`config.mk`:
```
export PLATFORM = sky130hd
export DESIGN_NAME = endec_job_scheduler
export DESIGN_NICKNAME = d
export VERILOG_FILES = /design/src/rtl/endec_job_scheduler_pkg.sv /design/src/rtl/endec_job_scheduler_rr_arbiter.sv /design/src/rtl/endec_job_scheduler.sv
export SDC_FILE = /design/constraint.sdc
export NUM_CORES = 1
export LEC_CHECK = 0
export CORE_ASPECT_RATIO = 1.2
export CORE_MARGIN = 2
export CORE_UTILIZATION = 45
export DETAILED_ROUTE_END_ITERATION = 8
export PLACE_DENSITY = 0.81
export SYNTH_ARGS = -nofsm -noshare
export SYNTH_HDL_FRONTEND = slang
export SYNTH_SLANG_ARGS = --single-unit
```
`constraint.sdc`:
```
create_clock -name sys_clk -period 2.15 [get_ports sys_clk]
set_input_delay 0.645 -clock sys_clk [delete_from_list [all_inputs] [get_ports sys_clk]]
set_output_delay 0.645 -clock sys_clk [all_outputs]
set_load 0.05 [all_outputs]
```
`src/rtl/endec_job_scheduler_pkg.sv`:
```
// Shared constants, FSM encoding and small helpers for the endec job scheduler.
package endec_job_scheduler_pkg;

   localparam int DEF_CFG_W   = 28;
   localparam int DEF_STATE_W = 8;
   localparam int POLY_W      = 27;
   localparam int DEF_TIMEOUT = 4096;
   localparam int MAX_CH      = 4;

   typedef logic [2:0] fsm_t;

   localparam fsm_t ST_IDLE    = 3'd0;
   localparam fsm_t ST_LOAD    = 3'd1;
   localparam fsm_t ST_RUN     = 3'd2;
   localparam fsm_t ST_DRAIN   = 3'd3;
   localparam fsm_t ST_RELEASE = 3'd4;

   typedef struct packed {
      logic              code_rate;
      logic [POLY_W-1:0] gen_poly;
   } job_cfg_t;

   function automatic logic [MAX_CH-1:0] idx_to_onehot(input logic [1:0] idx);
      return 4'b0001 << idx;
   endfunction

endpackage

```
`src/rtl/endec_job_scheduler_rr_arbiter.sv`:
```
// Combinational round-robin arbiter: first requester strictly after the pointer wins.
module endec_job_scheduler_rr_arbiter
   import endec_job_scheduler_pkg::*;
#(
   parameter int NUM_CH = 2
) (
   input  logic [NUM_CH-1:0] req,
   input  logic [1:0]        ptr,
   output logic [NUM_CH-1:0] grant,
   output logic [1:0]        idx,
   output logic              any
);

   logic [MAX_CH-1:0] req_pad;
   logic              found;

   assign req_pad = MAX_CH'(req);
   assign any     = |req;

   // Cyclic scan starting at ptr+1; the pointer channel itself is checked last.
   always_comb begin
      logic [1:0] c;
      logic       hit;
      idx   = 2'd0;
      found = 1'b0;
      c     = 2'd0;
      hit   = 1'b0;
      for (int i = 1; i <= NUM_CH; i++) begin
         c     = 2'((int'(ptr) + i) % NUM_CH);
         hit   = req_pad[c] & ~found;
         idx   = hit ? c : idx;
         found = found | hit;
      end
   end

   assign grant = NUM_CH'(idx_to_onehot(idx)) & {NUM_CH{found}};

endmodule

```
`src/rtl/endec_job_scheduler.sv`:
```
// Time-shares one endec core between NUM_CH buffered frame sources, sequencing
// core reset/enable/completion and chaining the encoder tail state per channel.
module endec_job_scheduler
   import endec_job_scheduler_pkg::*;
#(
   parameter int NUM_CH  = 2,
   parameter int CFG_W   = DEF_CFG_W,
   parameter int STATE_W = DEF_STATE_W,
   parameter int TIMEOUT = DEF_TIMEOUT
) (
   input  logic                      sys_clk,
   input  logic                      rst_n,
   input  logic [NUM_CH-1:0]         i_req,
   input  logic [NUM_CH-1:0]         i_sof,
   input  logic [NUM_CH*CFG_W-1:0]   i_cfg_flat,
   input  logic [NUM_CH*STATE_W-1:0] i_tail_flat,
   output logic [NUM_CH-1:0]         o_grant,
   output logic [1:0]                o_sel,
   output logic                      o_core_rst,
   output logic                      o_core_en,
   output logic                      o_code_rate,
   output logic [POLY_W-1:0]         o_gen_poly_flat,
   output logic [STATE_W-1:0]        o_prv_state,
   input  logic                      i_enc_done,
   input  logic                      i_dec_done,
   output logic                      o_tx_start,
   input  logic                      i_tx_done,
   output logic [NUM_CH-1:0]         o_done,
   output logic [NUM_CH-1:0]         o_timeout,
   output logic                      o_busy
);

   localparam int CNT_W = $clog2(TIMEOUT);

   fsm_t               state;
   logic [1:0]         ptr;
   logic               enc_seen;
   logic               dec_seen;
   logic [CNT_W-1:0]   run_cnt;
   logic [STATE_W-1:0] saved [MAX_CH];

   logic [NUM_CH-1:0]         arb_grant;
   logic [1:0]                arb_idx;
   logic                      arb_any;
   logic [MAX_CH-1:0]         sof_pad;
   logic [MAX_CH*CFG_W-1:0]   cfg_pad;
   logic [MAX_CH*STATE_W-1:0] tail_pad;
   job_cfg_t                  cfg_win;
   logic [STATE_W-1:0]        start_state;
   logic [STATE_W-1:0]        tail_sel;
   logic                      both_seen;
   logic                      run_expired;

   endec_job_scheduler_rr_arbiter #(
      .NUM_CH (NUM_CH)
   ) u_arb (
      .req   (i_req),
      .ptr   (ptr),
      .grant (arb_grant),
      .idx   (arb_idx),
      .any   (arb_any)
   );

   // Padding to four channels keeps every 2-bit channel index exactly in range.
   assign sof_pad     = MAX_CH'(i_sof);
   assign cfg_pad     = (MAX_CH*CFG_W)'(i_cfg_flat);
   assign tail_pad    = (MAX_CH*STATE_W)'(i_tail_flat);
   assign cfg_win     = cfg_pad[arb_idx*CFG_W +: CFG_W];
   assign start_state = sof_pad[arb_idx] ? {STATE_W{1'b0}} : saved[arb_idx];
   assign tail_sel    = tail_pad[o_sel*STATE_W +: STATE_W];

   // A done pulse arriving in the current cycle counts as already latched.
   assign both_seen   = (enc_seen | i_enc_done) & (dec_seen | i_dec_done);
   assign run_expired = (run_cnt == CNT_W'(TIMEOUT - 1));

   // Job sequencing FSM; all core-facing and status outputs are registered here.
   always_ff @(posedge sys_clk or negedge rst_n) begin
      if (!rst_n) begin
         state           <= ST_IDLE;
         ptr             <= 2'(NUM_CH - 1);
         enc_seen        <= 1'b0;
         dec_seen        <= 1'b0;
         run_cnt         <= '0;
         o_grant         <= '0;
         o_sel           <= 2'd0;
         o_core_rst      <= 1'b0;
         o_core_en       <= 1'b0;
         o_code_rate     <= 1'b0;
         o_gen_poly_flat <= '0;
         o_prv_state     <= '0;
         o_tx_start      <= 1'b0;
         o_done          <= '0;
         o_timeout       <= '0;
         o_busy          <= 1'b0;
      end else begin
         o_tx_start <= 1'b0;
         o_done     <= '0;
         o_timeout  <= '0;
         case (state)
            ST_IDLE: begin
               if (arb_any) begin
                  o_grant         <= arb_grant;
                  o_sel           <= arb_idx;
                  ptr             <= arb_idx;
                  o_code_rate     <= cfg_win.code_rate;
                  o_gen_poly_flat <= cfg_win.gen_poly;
                  o_prv_state     <= start_state;
                  o_busy          <= 1'b1;
                  state           <= ST_LOAD;
               end
            end
            ST_LOAD: begin
               enc_seen   <= 1'b0;
               dec_seen   <= 1'b0;
               run_cnt    <= '0;
               o_core_rst <= 1'b1;
               o_core_en  <= 1'b1;
               state      <= ST_RUN;
            end
            ST_RUN: begin
               enc_seen <= enc_seen | i_enc_done;
               dec_seen <= dec_seen | i_dec_done;
               run_cnt  <= run_cnt + CNT_W'(1);
               if (both_seen) begin
                  o_core_en  <= 1'b0;
                  o_tx_start <= 1'b1;
                  state      <= ST_DRAIN;
               end else if (run_expired) begin
                  o_timeout  <= o_grant;
                  o_grant    <= '0;
                  o_core_rst <= 1'b0;
                  o_core_en  <= 1'b0;
                  state      <= ST_RELEASE;
               end
            end
            ST_DRAIN: begin
               if (i_tx_done) begin
                  o_done     <= o_grant;
                  o_grant    <= '0;
                  o_core_rst <= 1'b0;
                  state      <= ST_RELEASE;
               end
            end
            ST_RELEASE: begin
               o_busy <= 1'b0;
               state  <= ST_IDLE;
            end
            default: begin
               o_grant    <= '0;
               o_core_rst <= 1'b0;
               o_core_en  <= 1'b0;
               o_busy     <= 1'b0;
               state      <= ST_IDLE;
            end
         endcase
      end
   end

   // Per-channel encoder tail store; only a successfully drained job updates it.
   always_ff @(posedge sys_clk or negedge rst_n) begin
      if (!rst_n) begin
         for (int i = 0; i < MAX_CH; i++) begin
            saved[i] <= '0;
         end
      end else if ((state == ST_DRAIN) && i_tx_done) begin
         saved[o_sel] <= tail_sel;
      end
   end

endmodule

```
==> metrics.json, run 1 <==
{
  "run_status": "complete, no violations",
  "drt_iter0_drc": 125,
  "vdd.ir_drop.worst_mv": 0.9698,
  "via_count_of_the_first_global_routing_pass": 2983,
  "mappedNetlistNets": 411,
  "endpoint_kind": "output pin",
  "synthesized_area_sq_um": 3531,
  "critPathLaunchType": "flop",
  "mostFrequentLayoutCell": "sky130_fd_sc_hd__clkdlybuf4s50_1",
  "power.static_leakage_uw": 0.002421,
  "cp_max_fo": 1,
  "grt_overflow_total": 0,
  "grt_antenna_before_repair": 0,
  "synth_cells": 329,
  "pin_count_of_the_biggest_net_entering_global_routing": 36,
  "floorplan.core_area_sq_um": 7664,
  "final_cell_area_sq_um": 5114,
  "num-nets-final": 545,
  "via_count": 2998,
  "cts_inserted_buffers": 9,
  "start_util": 0.4607,
  "powerDensity_nw_per_um2": 1460,
  "drive_gt1_frac": 0.1816,
  "grt_setup_unrepaired": "no",
  "cts_hold_repair.buffers": 0,
  "clkLatencyLatePin_ps": 340,
  "filler_cell_count": 594,
  "period_share": 0.9812,
  "grt_usage": 0.2148,
  "remaining_drc_errors": 0,
  "ioPinCount": 129,
  "drv_cap": 0,
  "tightestPinTransition_ps": 507.0,
  "rows": 35,
  "total_power_uw": 7464,
  "synthDistinctLibCells": 42,
  "buffer_ports.inserted": 127,
  "fin_crit_ps": 2110,
  "timing.critical_path.required_ps": 1500,
  "ctsLongestPathBuffers": 2,
  "critical-path-slowest-cell": "sky130_fd_sc_hd__clkdlybuf4s50_1",
  "fin_skew_ps": 9.556,
  "cts.repair.resized": 14,
  "number_of_synthesized_flops_with_an_enable_pin": 0,
  "die-area_sq_um": 8574,
  "postRouteWirelength_microns": 9072,
  "clk_transition_reported_paths_ps": 80,
  "sinks_on_clock_net": 81,
  "yosysWarningCount": 0,
  "area.growth.synth_to_final_pct": 44.83,
  "sequential_cell_area_in_the_final_layout_sq_um": 2028,
  "route.detailed.vias_per_inst": 5.354,
  "fmax_mhz": 474.0,
  "cp_top_family": "buffers and inverters",
  "chipHeight_microns": 101.0,
  "detail_route.wl_per_cell_microns": 16.20,
  "timing.critical_path.cells": "clkdlybuf4s50_1",
  "worstHoldPathType": "input port to asynchronous set/reset pin",
  "final.hold.worst_slack_ps": 214.8,
  "finalMaxSlewViolations": 0,
  "cell_taking_the_most_area_after_synthesis": "sky130_fd_sc_hd__dfrtp_1",
  "synthesis.area_per_instance_sq_um": 10.73,
  "cpPeakStageDelay_ps": 790,
  "yosys_register_bits": 81,
  "synth.top_cell.area_share": 0.5670,
  "ctsRootBufferMaster": "sky130_fd_sc_hd__clkbuf_8",
  "timing.setup.critical_path_class": "flop to output pin",
  "cts_tree": "yes",
  "dp.final_hpwl_microns": 6601,
  "postSynth.topFlopCell": "sky130_fd_sc_hd__dfrtp_1",
  "synth_top_cells_by_area": "sky130_fd_sc_hd__dfrtp_1, sky130_fd_sc_hd__nand2_1, sky130_fd_sc_hd__a22oi_1, sky130_fd_sc_hd__mux2_2, sky130_fd_sc_hd__mux2i_1",
  "worst_slew_margin_rel": 0.6633,
  "grt_first_pass_wirelength_microns": 14450,
  "postRouteAntennaNets": 0,
  "multi_input_gate_area_in_the_final_layout_sq_um": 1414,
  "num_antenna_cells": 0,
  "leading_cell_types_in_the_layout_fill_and_taps_excluded": "sky130_fd_sc_hd__clkdlybuf4s50_1, sky130_fd_sc_hd__nand2_1, sky130_fd_sc_hd__dfrtp_1",
  "timing.final.hold_violations": 0,
  "postCtsSetupBuffers": 0,
  "die_width_microns": 84.86,
  "worst-path-buf-inv": 1,
  "detailedRoute.firstPassIterationCount": 4,
  "cts_max_level": 3,
  "seq_area_frac_synth": 0.5744,
  "setup_violations": 0,
  "placement.cell_area_sq_um": 4916,
  "async_reset_ff_frac": 1.000,
  "arrival_worst_endpoint_ps": 1460,
  "place.gp.congestion": 0.8088
}
-- final timing paths --
path / startpoint / endpoint / slack, ps / cells after the start
setup / recovery: o_timeout[1] / o_timeout[1] / 40 / 1
hold / removal: rst_n / run_cnt[5] / 210 / 1
setup reg to reg: run_cnt[0] / o_timeout[1] / 330 / 5
hold reg to reg: run_cnt[9] / run_cnt[9] / 490 / 1
max in group asynchronous: rst_n / o_prv_state[0] / 1320 / 2
min in group sys_clk: run_cnt[9] / run_cnt[9] / 490 / 1
-- Yosys cell counts (all sizes together), types with 2 or more instances --
library cell	instances
nand2	81
dfrtp	80
a22oi	27
o21ai	22
mux2	16
mux2i	16
buf	12
nor2	11
clkbuf	6
a21oi	5
and3	4
nand2b	4
nand3	4
nand4	4
nor2b	4
a21o	3
a22o	3
and2	3
nor3b	3
a31oi	2
a32o	2
inv	2
nor3	2
or3b	2
-- where the power goes --
part | internal, uW | switching (uW) | leakage, uW
Combinational | 1350 | 2420 | 0.00129
Clock | 630 | 537 | 0.000105
Sequential | 2140 | 400 | 0.00102
Total | 4110 | 3350 | 0.00242
-- cell type report --
type | instances | area share
Tap cell | 92 | 0.02251
Sequential cell | 81 | 0.3966
Clock inverter | 4 | 0.009787
Clock buffer | 12 | 0.03230
Timing Repair Buffer | 141 | 0.2608
Inverter | 2 | 0.001468
Multi-Input combinational cell | 228 | 0.2765
-- logic make-up (layout without fill, tap and decap cells) --
family	count (synthesis)	in the layout	synth area share
buffers and inverters	20	159	0.02835
other	1	1	0.001062
AOI/OAI and AO/OA	71	71	0.1354
and+or+nand+nor	123	123	0.1609
adders and majority gates	1	1	0.003543
DFF	81	81	0.5744
muxes	32	32	0.09638
-- registers in the layout, summed over array words and instances (netlist names), 2 cells and up --
name / count
o_gen_poly_flat: 27
saved: 16
run_cnt: 12
o_prv_state: 8
state: 3
o_done: 2
o_grant: 2
o_timeout: 2
-- routing by layer --
| layer | vias to the layer above | GRT usage | routed length, microns |
|---|---|---|---|
| met2 | 85 | 0.3446 | 4657 |
| met4 | 0 | 0.1099 | 316 |
| met1 | 1471 | 0.2779 | 3682 |
| li1 | 1421 | - | - |
| met3 | 21 | 0.04177 | 416 |
| met5 | - | 0 | 0 |
-- through the flow --
step                      setup TNS (ps)  std cells  setup slack [ps]  utilization
after global placement            -126.0        544            -16.92       0.6415
after global routing                   0        560             7.456       0.6673
after floorplan                        0        329             488.8            -
after detailed placement          -588.4        544            -90.12       0.6415
final                                  0        560             40.48       0.6673
after CTS                              0        560             18.01       0.6673
(Power assumes the default switching activity.)
==> run 2, diff against run 1 <==
--- a/config.mk
+++ b/config.mk
@@ -7,9 +7,9 @@
 export LEC_CHECK = 0
 export CORE_ASPECT_RATIO = 1.2
 export CORE_MARGIN = 2
-export CORE_UTILIZATION = 45
+export CORE_UTILIZATION = 40
 export DETAILED_ROUTE_END_ITERATION = 8
-export PLACE_DENSITY = 0.81
+export PLACE_DENSITY = 0.76
 export SYNTH_ARGS = -nofsm -noshare
 export SYNTH_HDL_FRONTEND = slang
 export SYNTH_SLANG_ARGS = --single-unit
==> constraint.sdc (replaced) <==
create_clock -name sys_clk -period 1.9 [get_ports sys_clk]
set_input_delay 0.57 -clock sys_clk [delete_from_list [all_inputs] [get_ports sys_clk]]
set_output_delay 0.57 -clock sys_clk [all_outputs]
set_load 0.05 [all_outputs]
==> run 2 against run 1 <==
Compared with the run above: design area up 2.0%; clock skew about the same; worst setup slack better by 96 ps; critical path type is now flop to flop; critical endpoint is now o_timeout[0]; non-clock buffer count up 10; highest routed layer unchanged.
==> metrics.json, run 2 (synthesis gave the netlist of run 1 again) <==
{
  "start_util": {"value": 0.4123, "change": "-0.04846"},
  "reg2reg_to": "o_timeout[0]",
  "worstHoldPathType": "input port to asynchronous set/reset pin",
  "final.hold.worst_slack": {"value": 221.8, "unit": "ps", "change": "+7.048 ps"},
  "via_count_of_the_first_global_routing_pass": {"value": 3077, "change": "+3.2%"},
  "setup_total_negative_slack": {"value": 0, "unit": "ps", "change": "unchanged"},
  "timing.final.hold_violations": {"value": 0, "change": "unchanged"},
  "drt_iter0_drc": {"value": 238, "change": "+90%"},
  "mostFrequentLayoutCell": "sky130_fd_sc_hd__nand2_1",
  "dp.cells": {"value": 579, "change": "+6.4%"},
  "period_share": 0.9282,
  "num_antenna_cells": {"value": 0, "change": "unchanged"},
  "total_power": {"value": 8655, "unit": "uW", "change": "+16%"},
  "layout_top_registers": "o_gen_poly_flat (27), saved (16), run_cnt (12)",
  "leading_cell_types_in_the_layout_fill_and_taps_excluded": "sky130_fd_sc_hd__nand2_1, sky130_fd_sc_hd__dfrtp_1, sky130_fd_sc_hd__clkdlybuf4s50_1",
  "finalNonFillerCells": {"value": 595, "change": "+6.3%"},
  "area.growth.synth_to_final_pct": 47.77,
  "die-area": {"value": 9598, "unit": "sq um", "change": "+12%"},
  "clk_transition_reported_paths": {"value": 80, "unit": "ps", "change": "about the same"},
  "rows": {"value": 37, "change": "+5.7%"},
  "detailedRoute.firstPassIterationCount": {"value": 5, "change": "+1"},
  "fmax_mhz": 567.0,
  "reg2reg_slack": {"value": 140, "unit": "ps", "change": "-190 ps"},
  "setup_violations": {"value": 0, "change": "unchanged"},
  "largest_reg_flops": {"value": 27, "change": "unchanged"},
  "fin_skew": {"value": 9.711, "unit": "ps", "change": "+0.1549 ps"},
  "run_status": "complete, no violations",
  "largest_register": "o_gen_poly_flat",
  "fin_crit_ps": 1764,
  "powerDensity": {"value": 1659, "unit": "nW/um^2", "change": "+14%"},
  "place.gp.congestion": {"value": 0.8483, "change": "+4.9%"},
  "critPathLaunchType": "flop",
  "cts_tree": "yes",
  "final_util": {"value": 0.6092, "change": "-0.05806"},
  "remaining_drc_errors": {"value": 0, "change": "unchanged"},
  "grt_usage": {"value": 0.1902, "change": "-0.02459"},
  "buffer_ports.inserted": {"value": 127, "change": "unchanged"},
  "via_count": {"value": 2978, "change": "-0.67%"},
  "grt_overflow_total": {"value": 0, "change": "unchanged"},
  "drv_cap": {"value": 0, "change": "unchanged"},
  "filler_cell_count": {"value": 714, "change": "+20%"},
  "cts.repair.resized": {"value": 0, "change": "-14"},
  "die_width": {"value": 89.77, "unit": "microns", "change": "+5.8%"},
  "timing.critical_path.required": {"value": 2180, "unit": "ps", "change": "+680 ps"},
  "ioPinCount": {"value": 129, "change": "unchanged"},
  "postRouteWirelength": {"value": 8824, "unit": "microns", "change": "-2.7%"},
  "drive_gt1_frac": {"value": 0.2343, "change": "+0.05269"},
  "cts_max_level": {"value": 3, "change": "unchanged"},
  "dp.final_hpwl": {"value": 6526, "unit": "microns", "change": "-1.1%"},
  "pin_count_of_the_biggest_net_entering_global_routing": {"value": 82, "change": "+130%"},
  "sinks_on_clock_net": {"value": 81, "change": "unchanged"},
  "power.static_leakage": {"value": 0.002467, "unit": "uW", "change": "+1.9%"},
  "ctsLongestPathBuffers": {"value": 2, "change": "unchanged"},
  "endpoint_kind": "flop",
  "num-nets-final": {"value": 555, "change": "+1.8%"},
  "cp_max_fo": {"value": 7, "change": "+6"},
  "finalMaxSlewViolations": {"value": 0, "change": "unchanged"},
  "clkLatencyLatePin": {"value": 340, "unit": "ps", "change": "about the same"},
  "vdd.ir_drop.worst": {"value": 0.8330, "unit": "mV", "change": "-14%"},
  "grt_setup_unrepaired": "no",
  "cts_inserted_buffers": {"value": 9, "change": "unchanged"},
  "timing.setup.critical_path_class": "flop to flop",
  "grt_first_pass_wirelength": {"value": 14490, "unit": "microns", "change": "+0.29%"},
  "floorplan.core_area": {"value": 8564, "unit": "sq um", "change": "+12%"},
  "timing.rr.start": "run_cnt[0]",
  "route.detailed.vias_per_inst": {"value": 5.005, "change": "-6.5%"},
  "grt_antenna_before_repair": {"value": 0, "change": "unchanged"},
  "detail_route.wl_per_cell": {"value": 14.83, "unit": "microns", "change": "-8.5%"},
  "chipHeight": {"value": 106.9, "unit": "microns", "change": "+5.8%"},
  "cts_hold_repair.buffers": {"value": 0, "change": "unchanged"},
  "arrival_worst_endpoint": {"value": 2050, "unit": "ps", "change": "+590 ps"},
  "worstRegToRegCells": {"value": 5, "change": "unchanged"},
  "ctsRootBufferMaster": "sky130_fd_sc_hd__clkbuf_8",
  "postRouteAntennaNets": {"value": 0, "change": "unchanged"},
  "postCtsSetupBuffers": {"value": 0, "change": "unchanged"}
}
[run 2: changes by cell type in the layout (fill, tap and decap cells not counted), sizes merged]
| cell | delta |
|---|---|
| clkdlybuf4s50 | -4 |
| dlygate4sd2 | -14 |
| clkbuf | -1 |
| bufinv | +1 |
| buf | +28 |
[run 2: worst max-delay path by stage]
stage                    start        endpoint  cells past startpoint
detailed placement    i_req[1]  o_prv_state[6]                      5
floorplan           run_cnt[0]       o_core_en                      5
finish              run_cnt[0]    o_timeout[0]                      5
CTS                 run_cnt[0]    o_timeout[1]                      5
global route          state[0]  o_prv_state[6]                      5
global placement     i_tx_done       saved[24]                      5
[run 2: worst max-delay path, stage by stage (launching register included)]
cell,delay (ps)
sky130_fd_sc_hd__dfrtp_1,440
sky130_fd_sc_hd__ha_1,230
sky130_fd_sc_hd__nand3_2,90
sky130_fd_sc_hd__or4_4,570
sky130_fd_sc_hd__nor2b_4,200
sky130_fd_sc_hd__and3_1,170
[run 2: stage by stage]
| step | setup slack [ps] | area (sq um) |
|---|---|---|
| after floorplan | 238.8 | 3531 |
| after CTS | 136.8 | 5218 |
| after detailed placement | -177.4 | 4996 |
| after global placement | -134.7 | 4996 |
| final | 136.5 | 5218 |
| after global routing | 15.25 | 5218 |
[run 2: metal layers]
| layer | wire [microns] | GRT usage | vias up |
|---|---|---|---|
| li1 | - | - | 1447 |
| met1 | 3603 | 0.2233 | 1429 |
| met2 | 4685 | 0.3420 | 88 |
| met3 | 368 | 0.02952 | 14 |
| met4 | 166 | 0.09231 | 0 |
| met5 | 0 | 0 | - |
[run 2: area by class of cell]
type,count,area (sq um),area share
Tap cell,117,146.4,0.02806
Multi-Input combinational cell,228,1420,0.2722
Sequential cell,81,2028,0.3887
Inverter,2,7.507,0.001439
Timing Repair Buffer,151,1394,0.2671
Clock buffer,11,141.4,0.02710
Clock inverter,5,80.08,0.01535
[run 2: power breakdown]
part	switching [uW]	internal (uW)	total, uW
clock network	613	774	1390
registers	489	2420	2910
logic	2720	1640	4360
==> run 3, diff against run 2 <==
==> constraint.sdc (replaced) <==
create_clock -name sys_clk -period 1.9 [get_ports sys_clk]
set_input_delay 0.19 -clock sys_clk [delete_from_list [all_inputs] [get_ports sys_clk]]
set_output_delay 0.19 -clock sys_clk [all_outputs]
set_load 0.05 [all_outputs]
==> run 3 against run 2 <==
Compared with the run above: non-clock buffer count fell by 6; highest routed layer unchanged; combinational power rose by 2%; die area did not move.
==> metrics.json, run 3 (synthesis gave the netlist of run 1 again) <==
{
  "global_route.usage.met1": {"value": 0.2163, "change": "-0.006910"},
  "fin_skew": {"value": 11.20, "unit": "ps", "change": "+1.486 ps"},
  "largest_register": "o_gen_poly_flat",
  "run_status": "complete, no violations",
  "grt_met2_usage": {"value": 0.3420, "change": "unchanged"},
  "grt_first_pass_wirelength": {"value": 14510, "unit": "microns", "change": "+0.14%"},
  "comb_power_share": {"value": 0.509, "change": "+0.005"},
  "postRouteAntennaNets": {"value": 0, "change": "unchanged"},
  "detail_route.wl_per_cell": {"value": 15.02, "unit": "microns", "change": "+1.3%"},
  "layout_setup_ws": {"value": 100.6, "unit": "ps", "change": "-35.85 ps"},
  "clkLatencyLatePin": {"value": 340, "unit": "ps", "change": "about the same"},
  "finalMaxSlewViolations": {"value": 0, "change": "unchanged"},
  "die_width": {"value": 89.77, "unit": "microns", "change": "unchanged"},
  "cp_max_fo": {"value": 4, "change": "-3"},
  "clk_transition_reported_paths": {"value": 80, "unit": "ps", "change": "about the same"},
  "rows": {"value": 37, "change": "unchanged"},
  "period_share": {"value": 0.9470, "change": "+0.01887"},
  "grt_setup_unrepaired": "no",
  "vdd.ir_drop.worst": {"value": 0.8638, "unit": "mV", "change": "+3.7%"},
  "gr-max-usage-layer": "met2",
  "route.detailed.vias_per_inst": {"value": 5.048, "change": "+0.85%"},
  "power.switching_fraction": {"value": 0.4367, "change": "-0.004801"},
  "mostFrequentLayoutCell": "sky130_fd_sc_hd__clkdlybuf4s50_1",
  "dp.final_hpwl": {"value": 6615, "unit": "microns", "change": "+1.4%"},
  "net-switching-power": {"value": 3822, "unit": "uW", "change": "about the same"},
  "cpPeakStageDelay": {"value": 830, "unit": "ps", "change": "+260 ps"},
  "cts_max_level": {"value": 3, "change": "unchanged"},
  "die-area": {"value": 9598, "unit": "sq um", "change": "unchanged"},
  "final_util": {"value": 0.6159, "change": "+0.006720"},
  "grt_overflow_total": {"value": 0, "change": "unchanged"},
  "num_antenna_cells": {"value": 0, "change": "unchanged"},
  "dp_worst_setup_slack": {"value": 124.4, "unit": "ps", "change": "+301.8 ps"},
  "start_util": {"value": 0.4123, "change": "unchanged"},
  "drt_iter0_drc": {"value": 141, "change": "-41%"},
  "setup_total_negative_slack": {"value": 0, "unit": "ps", "change": "unchanged"},
  "floorplan.core_area": {"value": 8564, "unit": "sq um", "change": "unchanged"},
  "seq_power_share": {"value": 0.330, "change": "-0.006"},
  "via_count_of_the_first_global_routing_pass": {"value": 3142, "change": "+2.1%"},
  "drive_gt1_frac": {"value": 0.1250, "change": "-0.1093"},
  "critical-path-slowest-cell": "sky130_fd_sc_hd__clkdlybuf4s50_1",
  "fin_crit": {"value": 1799, "unit": "ps", "change": "+35.85 ps"},
  "pin_count_of_the_biggest_net_entering_global_routing": {"value": 43, "change": "-48%"},
  "p_int": {"value": 4930, "unit": "uW", "change": "+2.0%"},
  "remaining_drc_errors": {"value": 0, "change": "unchanged"},
  "endpoint_kind": "output pin",
  "via_count": {"value": 2973, "change": "-0.17%"},
  "ctsRootBufferMaster": "sky130_fd_sc_hd__clkbuf_8",
  "worst-path-buf-inv": {"value": 1, "change": "+1"},
  "cts_tree": "yes",
  "arrival_worst_endpoint": {"value": 1610, "unit": "ps", "change": "-440 ps"},
  "drv_cap": {"value": 0, "change": "unchanged"},
  "filler_cell_count": {"value": 711, "change": "-0.42%"},
  "cts.repair.resized": {"value": 0, "change": "unchanged"},
  "tightestPinTransition_ps": 543.8,
  "place.gp.congestion": {"value": 0.8353, "change": "-1.5%"},
  "timing.critical_path.required": {"value": 1710, "unit": "ps", "change": "-470 ps"},
  "setup_violations": {"value": 0, "change": "unchanged"},
  "cp_top_family": "buffers and inverters",
  "area.growth.synth_to_final_pct": 49.40,
  "timing.critical_path.cells": "clkdlybuf4s50_1",
  "timing.final.hold_violations": {"value": 0, "change": "unchanged"},
  "critPathLaunchType": "flop",
  "ctsLongestPathBuffers": {"value": 2, "change": "unchanged"},
  "ioPinCount": {"value": 129, "change": "unchanged"},
  "chipHeight": {"value": 106.9, "unit": "microns", "change": "unchanged"},
  "worstHoldPathType": "input port to asynchronous set/reset pin",
  "largest_reg_flops": {"value": 27, "change": "unchanged"},
  "postRouteWirelength": {"value": 8845, "unit": "microns", "change": "+0.24%"},
  "powerDensity": {"value": 1659, "unit": "nW/um^2", "change": "about the same"},
  "timing.setup.critical_path_class": "flop to output pin",
  "postCtsSetupBuffers": {"value": 0, "change": "unchanged"},
  "power.static_leakage": {"value": 0.002376, "unit": "uW", "change": "-3.7%"},
  "met3_track_demand_over_resource": {"value": 0.04076, "change": "+0.01124"},
  "fmax": {"value": 555.7, "unit": "MHz", "change": "-2.0%"},
  "detailedRoute.firstPassIterationCount": {"value": 4, "change": "-1"},
  "grt_usage": {"value": 0.1882, "change": "-0.002003"},
  "layout_top_registers": "o_gen_poly_flat (27), saved (16), run_cnt (12)",
  "num-nets-final": {"value": 549, "change": "-1.1%"},
  "cts_hold_repair.buffers": {"value": 1, "change": "+1"},
  "buffer_ports.inserted": {"value": 127, "change": "unchanged"},
  "cts_inserted_buffers": {"value": 9, "change": "unchanged"},
  "grt_antenna_before_repair": {"value": 0, "change": "unchanged"},
  "leading_cell_types_in_the_layout_fill_and_taps_excluded": "sky130_fd_sc_hd__clkdlybuf4s50_1, sky130_fd_sc_hd__nand2_1, sky130_fd_sc_hd__dfrtp_1",
  "worst_slew_margin_rel": 0.6363,
  "share_clk_of_total_power": {"value": 0.161, "change": "about the same"},
  "sinks_on_clock_net": {"value": 81, "change": "unchanged"}
}
[run 3: path summary, 6_finish.rpt]
check	start	end	slack, ps	cells past startpoint
worst max-delay path	o_sel[0]	o_sel[0]	100	1
worst min-delay path	rst_n	o_done[0]	370	2
worst max register to register	run_cnt[0]	o_grant[1]	130	5
worst min register to register	run_cnt[9]	run_cnt[9]	480	1
max in group asynchronous	rst_n	o_gen_poly_flat[20]	940	3
min in group sys_clk	i_cfg_flat[21]	o_gen_poly_flat[21]	370	3
[run 3: final cells by class]
class | instances | area [sq um] | area share
Tap cell | 117 | 146.4 | 0.02775
Timing Repair Buffer | 145 | 1444 | 0.2737
Multi-Input combinational cell | 228 | 1420 | 0.2692
Clock inverter | 6 | 91.34 | 0.01731
Clock buffer | 10 | 137.6 | 0.02609
Inverter | 2 | 7.507 | 0.001423
Sequential cell | 81 | 2028 | 0.3845
[run 3: routing by layer]
metal  part of all wire  wire (microns)
met1               0.41            3622
met2               0.52            4608
met3              0.046             406
met4              0.024             208
met5                  0               0
[run 3: power groups by stage]
stage | registers [uW] | clock network [uW] | logic, uW
after global placement | 2890 | 0 | 4380
after global routing | 2980 | 1510 | 4770
after floorplan | 4220 | 0 | 1510
final | 2890 | 1410 | 4450
after CTS | 2890 | 1430 | 4480
after detailed placement | 2900 | 0 | 4480
[run 3: per-stage QoR]
step	cells	hold slack, ps	area [sq um]	total power [uW]
after floorplan	329	-105.6	3531	5737
after global placement	572	214.0	5036	7275
after detailed placement	572	214.8	5036	7380
after CTS	589	349.1	5275	8804
after global routing	589	354.5	5275	9256
final	589	366.8	5275	8751
